==> src/rtl/rr_txn_arbiter_pkg.sv <==
// Shared constants for the round-robin transaction arbiter.
// Holds the legal parameter ranges checked at elaboration.
package rr_txn_arbiter_pkg;

    localparam int MIN_NUM_REQ   = 2;
    localparam int MAX_NUM_REQ   = 14;
    localparam int MIN_MAX_BEATS = 2;

endpackage

==> src/rtl/rr_txn_arbiter_prio_enc.sv <==
// Fixed-priority encoder: reports the lowest set index of req (index 0 wins).
// found is low when req is all zeros, in which case idx is 0.
module priority_encoder #(
    parameter int WIDTH = 4
) (
    input  logic [WIDTH-1:0]         req,
    output logic [$clog2(WIDTH)-1:0] idx,
    output logic                     found
);

    localparam int IDX_W = $clog2(WIDTH);

    // Scan from the top down so the lowest set bit is the last one written.
    always_comb begin
        idx = '0;
        for (int i = WIDTH - 1; i >= 0; i--) begin
            if (req[i]) begin
                idx = IDX_W'(i);
            end
        end
    end

    assign found = |req;

endmodule

==> src/rtl/rr_txn_arbiter.sv <==
// Round-robin arbiter that locks one requester onto the downstream port for a
// whole transaction, releasing on last, on a dropped request or at the beat cap.
module rr_txn_arbiter
    import rr_txn_arbiter_pkg::*;
#(
    parameter int NUM_REQ   = 4,
    parameter int MAX_BEATS = 16
) (
    input  logic                       clk,
    input  logic                       rst_n,
    input  logic [NUM_REQ-1:0]         request,
    input  logic [NUM_REQ-1:0]         last,
    input  logic                       ready,
    output logic                       grant_valid,
    output logic [$clog2(NUM_REQ)-1:0] grant_id,
    output logic [NUM_REQ-1:0]         grant_onehot,
    output logic                       txn_done,
    output logic                       abort,
    output logic                       overrun
);

    localparam int ID_W  = $clog2(NUM_REQ);
    localparam int CNT_W = $clog2(MAX_BEATS + 1);

    localparam logic [ID_W-1:0]  LAST_ID     = ID_W'(NUM_REQ - 1);
    localparam logic [ID_W:0]    NUM_REQ_EXT = (ID_W + 1)'(NUM_REQ);
    localparam logic [CNT_W-1:0] CAP         = CNT_W'(MAX_BEATS);
    localparam logic [CNT_W-1:0] CAP_M1      = CNT_W'(MAX_BEATS - 1);

    if (NUM_REQ < MIN_NUM_REQ || NUM_REQ > MAX_NUM_REQ) begin : g_bad_num_req
        $error("rr_txn_arbiter: NUM_REQ=%0d outside %0d..%0d",
               NUM_REQ, MIN_NUM_REQ, MAX_NUM_REQ);
    end

    if (MAX_BEATS < MIN_MAX_BEATS) begin : g_bad_max_beats
        $error("rr_txn_arbiter: MAX_BEATS=%0d below %0d", MAX_BEATS, MIN_MAX_BEATS);
    end

    typedef enum logic {
        IDLE   = 1'b0,
        LOCKED = 1'b1
    } state_t;

    state_t           state;
    state_t           state_next;
    logic [ID_W-1:0]  ptr;
    logic [ID_W-1:0]  ptr_next;
    logic [ID_W-1:0]  ptr_after;
    logic [ID_W-1:0]  grant_id_next;
    logic [CNT_W-1:0] beat_cnt;
    logic [CNT_W-1:0] beat_cnt_next;
    logic             done_next;
    logic             abort_next;
    logic             overrun_next;

    logic             locked;
    logic             owner_req;
    logic             owner_last;
    logic             beat_acc;
    logic             rel_abort;
    logic             rel_done;
    logic             rel_overrun;
    logic             release_now;

    logic [ID_W-1:0]      arb_ptr;
    logic [2*NUM_REQ-1:0] doubled;
    logic [NUM_REQ-1:0]   rotated;
    logic [ID_W-1:0]      enc_idx;
    logic                 any_req;
    logic [ID_W:0]        winner_sum;
    logic [ID_W-1:0]      winner;

    // Release detection; abort outranks the beat-based releases, and an
    // accepted beat already implies the owner's request is high.
    always_comb begin
        locked      = (state == LOCKED);
        owner_req   = request[grant_id];
        owner_last  = last[grant_id];
        beat_acc    = locked & owner_req & ready;
        rel_abort   = locked & ~owner_req;
        rel_done    = beat_acc & owner_last;
        rel_overrun = beat_acc & ~owner_last & (beat_cnt == CAP_M1);
        release_now = rel_abort | rel_done | rel_overrun;
        ptr_after   = (grant_id == LAST_ID) ? '0 : grant_id + ID_W'(1);
    end

    // On a release the new pointer is used immediately so the next owner is
    // chosen in the same cycle and the departing owner ranks last.
    always_comb begin
        arb_ptr = release_now ? ptr_after : ptr;
        doubled = {request, request} >> arb_ptr;
        rotated = doubled[NUM_REQ-1:0];
    end

    priority_encoder #(
        .WIDTH (NUM_REQ)
    ) u_prio_enc (
        .req   (rotated),
        .idx   (enc_idx),
        .found (any_req)
    );

    always_comb begin
        winner_sum = {1'b0, enc_idx} + {1'b0, arb_ptr};
        if (winner_sum >= NUM_REQ_EXT) begin
            winner = ID_W'(winner_sum - NUM_REQ_EXT);
        end else begin
            winner = winner_sum[ID_W-1:0];
        end
    end

    always_ff @(posedge clk or negedge rst_n) begin
        if (!rst_n) begin
            state    <= IDLE;
            ptr      <= '0;
            grant_id <= '0;
            beat_cnt <= '0;
            txn_done <= 1'b0;
            abort    <= 1'b0;
            overrun  <= 1'b0;
        end else begin
            state    <= state_next;
            ptr      <= ptr_next;
            grant_id <= grant_id_next;
            beat_cnt <= beat_cnt_next;
            txn_done <= done_next;
            abort    <= abort_next;
            overrun  <= overrun_next;
        end
    end

    always_comb begin
        state_next    = state;
        ptr_next      = ptr;
        grant_id_next = grant_id;
        beat_cnt_next = beat_cnt;
        done_next     = 1'b0;
        abort_next    = 1'b0;
        overrun_next  = 1'b0;
        case (state)
            IDLE: begin
                if (any_req) begin
                    state_next    = LOCKED;
                    grant_id_next = winner;
                    beat_cnt_next = '0;
                end
            end
            LOCKED: begin
                if (release_now) begin
                    ptr_next      = ptr_after;
                    done_next     = rel_done;
                    abort_next    = rel_abort;
                    overrun_next  = rel_overrun;
                    beat_cnt_next = '0;
                    if (any_req) begin
                        grant_id_next = winner;
                    end else begin
                        state_next = IDLE;
                    end
                end else if (beat_acc && beat_cnt != CAP) begin
                    beat_cnt_next = beat_cnt + CNT_W'(1);
                end
            end
            default: state_next = IDLE;
        endcase
    end

    always_comb begin
        grant_valid  = locked & owner_req;
        grant_onehot = locked ? (NUM_REQ'(1) << grant_id) : '0;
    end

endmodule

==> config.mk <==
export PLATFORM = sky130hd
export DESIGN_NAME = rr_txn_arbiter
export DESIGN_NICKNAME = d
export VERILOG_FILES = /design/src/rtl/rr_txn_arbiter_pkg.sv /design/src/rtl/rr_txn_arbiter_prio_enc.sv /design/src/rtl/rr_txn_arbiter.sv
export SDC_FILE = /design/constraint.sdc
export NUM_CORES = 1
export LEC_CHECK = 0
export CORE_UTILIZATION = 47
export CTS_BUF_LIST = sky130_fd_sc_hd__clkbuf_4 sky130_fd_sc_hd__clkbuf_8 sky130_fd_sc_hd__clkbuf_16
export DETAILED_ROUTE_END_ITERATION = 16
export PLACE_DENSITY = 0.8
export SLEW_MARGIN = 20
export SYNTH_ARGS = -nofsm -noshare
export SYNTH_HDL_FRONTEND = slang
export SYNTH_HIERARCHICAL = 1
export SYNTH_SLANG_ARGS = --single-unit
==> constraint.sdc <==
create_clock -name clk -period 3.9 [get_ports clk]
set_input_delay 0.39 -clock clk [delete_from_list [all_inputs] [get_ports clk]]
set_output_delay 0.39 -clock clk [all_outputs]
set_load 0.03 [all_outputs]
==> impl_metrics.env <==
export IMPL_outcome="complete, no violations"
export IMPL_wire_per_inst_um=15.08
export IMPL_drtPass1Iterations=4
export IMPL_critPathSlowestCell="dfrtp_1"
export IMPL_hold_violations=0
export IMPL_crit_chain="ha_2, and3_1, ha_2, or2_4, o21a_4, a21oi_4, mux2i_4, mux2i_2, inv_1, a21oi_2, nor3b_2, xor2_1, a211o_2, a2111oi_4, nand3b_1"
export IMPL_slew_violations=0
export IMPL_arrival_ns=3.91
export IMPL_hold_ws_ns=0.4816
export IMPL_reg2regPathDepth=15
export IMPL_ys_seq_area_share_pct=27.66
export IMPL_avgSynthCellArea_um2=8.648
export IMPL_fmax_mhz=270.6
export IMPL_num_antenna_cells=0
export IMPL_worstSkewPairLatency_ns=0.28
export IMPL_start_util_pct=51.68
export IMPL_rsz0062_at_grt="no"
export IMPL_core_um2=2276
export IMPL_placed_cells=184
export IMPL_stdcell_count=195
export IMPL_rows=17
export IMPL_cts_buffer_depth=2
export IMPL_syn_instance_count=136
export IMPL_powerDensity_nw_per_um2=1000
export IMPL_critPathMaxStageDelay_ns=0.40
export IMPL_die_x_um=52.03
export IMPL_leakage_nw=0.6502
export IMPL_hpwl_um=2200
export IMPL_finalSetupViolCount=0
export IMPL_drt_vias_per_instance=6.015
export IMPL_ys_flop_type="dfrtp_1"
export IMPL_fin_setup_tns_ns=0
export IMPL_die_y_um=52.03
export IMPL_path_class="flip-flop to flip-flop"
export IMPL_via_count=1173
export IMPL_slew_limit_headroom_pct=61.04
export IMPL_cpMostUsedCell="ha_2"
export IMPL_cts_tree="built"
export IMPL_total_power_w=0.001539
export IMPL_htreeDepth=1
export IMPL_nNetsFinal=186
export IMPL_ys_types=42
export IMPL_r2r_start="beat_cnt[0]$_DFFE_PN0P_"
export IMPL_grt_pass1_wl_um=4843
export IMPL_antenna_left=0
export IMPL_clock_root_buffer="clkbuf_4"
export IMPL_clk_pin_slew_ns=0.08
export IMPL_numCtsBuffers=3
export IMPL_io_pins=21
export IMPL_grt_use_total_pct=24.32
export IMPL_netlist_area_um2=1176
export IMPL_tightest_slew_ns=0.5826
export IMPL_min_period_ns=3.695
export IMPL_routed_wl_um=2940
export IMPL_place_area_um2=1410
export IMPL_fin_crit_sh_pct=94.75
export IMPL_r2r_slack_ns=0.20
export IMPL_crit_path_end_kind="flip-flop"
export IMPL_drtIter0Drc=53
export IMPL_antenna_found_initial=0
export IMPL_drc=0
export IMPL_critPathLaunchType="flip-flop"
export IMPL_globalplace_congestion=0.8221
export IMPL_dieArea_um2=2707
export IMPL_clock_sinks=13
export IMPL_worstPathMaxFanout=5
export IMPL_final_cell_area_um2=1539
export IMPL_fin_skew_ns=0.004173
export IMPL_io_buffers=20
export IMPL_synth_async_sr_flop_share_pct=100.0
export IMPL_drv_cap=0
export IMPL_grt_overflow=0
export IMPL_grt_pass1_vias=1103
export IMPL_critPathRequiredTime_ns=4.11
export IMPL_synth_edf_count=0
export IMPL_hp_class="primary input to asynchronous set/reset pin"
export IMPL_grt_max_degree=14
export IMPL_yosys_warnings=6
export IMPL_reg2reg_to="grant_id[1]$_DFFE_PN0P_"
export IMPL_drive_gt1_share_pct=21.56
export IMPL_peakVddDrop_v=0.0006438
export IMPL_area_delta_synth_final_pct=30.85
export IMPL_synth_seq_cells=13
export IMPL_syn_num_nets=154
-- flip-flops by register name, indices dropped and copies added (netlist names) --
| name | cells |
|---|---|
| grant_id | 2 |
| overrun | 1 |
| locked | 1 |
| ptr | 2 |
| beat_cnt | 5 |
| abort | 1 |
| txn_done | 1 |
-- critical path, delay by kind of cell, from the launching register on --
family | cells | cell delay, ns
compound gates | 5 | 1.24
simple gates | 4 | 0.78
mux | 2 | 0.64
flops | 1 | 0.40
fa+ha+maj | 2 | 0.38
buf+inv | 1 | 0.09
xor+xnor | 1 | 0.09
-- layer usage --
metal	track usage, %	up-vias	wire length [um]
met4	6.306	0	25
met3	6.140	4	233
met5	0	-	0
met1	31.05	563	1286
li1	-	551	-
met2	40.38	55	1395
-- where the power goes --
part           internal [W]   total, W  switching [W]
registers          0.000178   0.000228      0.0000499
logic              0.000550    0.00122       0.000672
clock network     0.0000466  0.0000888      0.0000421
total              0.000776    0.00154       0.000764
-- cells in the final DEF (no fill, tap or decap), types with 2 or more instances in the layout --
cell type | Yosys | layout
o21a_4 | 1 | 2
nand4_1 | 2 | 2
nand2b_1 | 2 | 2
clkbuf_4 | 0 | 4
nor2_1 | 11 | 11
a221oi_1 | 8 | 8
and3_1 | 2 | 2
and2_1 | 5 | 5
o21ai_0 | 9 | 9
o31ai_1 | 2 | 2
mux2i_2 | 0 | 2
a21oi_1 | 3 | 3
buf_4 | 1 | 10
dfrtp_1 | 13 | 13
nand2_1 | 24 | 24
ha_2 | 0 | 2
mux2i_1 | 6 | 4
a211o_2 | 2 | 2
ha_1 | 7 | 5
a31o_1 | 2 | 2
inv_1 | 11 | 11
clkdlybuf4s50_1 | 0 | 20
-- through the flow --
step	worst slack [ns]	util [%]
finish	0.2048	67.62
global route	0.006354	67.62
CTS	0.01007	64.10
detailed placement	0.008279	61.96
global placement	0.1880	61.96
floorplan	0.2933	-
-- cell usage after synthesis (3+ instances only) --
cell      count  share of area (%)
and2_1        5                2.7
inv_1        11                3.5
a221oi_1      8                6.0
dfrtp_1      13                 28
mux2i_1       6                5.1
nor2_1       11                3.5
o21ai_0       9                3.8
ha_1          7                7.4
nand2_1      24                7.7
a21oi_1       3                1.3
-- logic make-up after synthesis --
group	Yosys count	share of synthesized area, %
AOI/OAI and AO/OA	35	24.25
xor gates and xnor gates	2	1.490
adders and majority gates	7	7.446
buffers and inverters	14	5.532
DFF	13	27.66
muxes	10	11.17
and+or+nand+nor	55	22.45
-- worst max path at each step --
stage / slack, ns / from / end / depth (start not counted)
floorplan: 0.29 / beat_cnt[0]$_DFFE_PN0P_ / grant_id[1]$_DFFE_PN0P_ / 15
global placement: 0.19 / beat_cnt[0]$_DFFE_PN0P_ / grant_id[1]$_DFFE_PN0P_ / 15
detailed placement: 0.008 / beat_cnt[0]$_DFFE_PN0P_ / grant_id[1]$_DFFE_PN0P_ / 15
CTS: 0.01 / beat_cnt[0]$_DFFE_PN0P_ / grant_id[1]$_DFFE_PN0P_ / 15
global route: 0.006 / beat_cnt[1]$_DFFE_PN0P_ / grant_id[1]$_DFFE_PN0P_ / 15
finish: 0.20 / beat_cnt[0]$_DFFE_PN0P_ / grant_id[1]$_DFFE_PN0P_ / 15
-- timing repair --
item,4_1_cts,5_1_grt
pin swaps,0,4
hold buffers,0,0
endpoints found under the hold margin,0,0
buffers inserted,2,5
endpoints found under the setup margin,1,1
resized for setup,1,8
cloned,0,0
-- layout make-up --
type	count	area [um^2]
Multi-Input combinational cell	109	832.0
Timing Repair Buffer	30	275.3
Sequential cell	13	325.3
Tap cell	28	35.03
Fill cell	172	737.0
Inverter	11	41.29
Clock buffer	4	30.03
No activity file was read; power rests on OpenSTA's default activity.
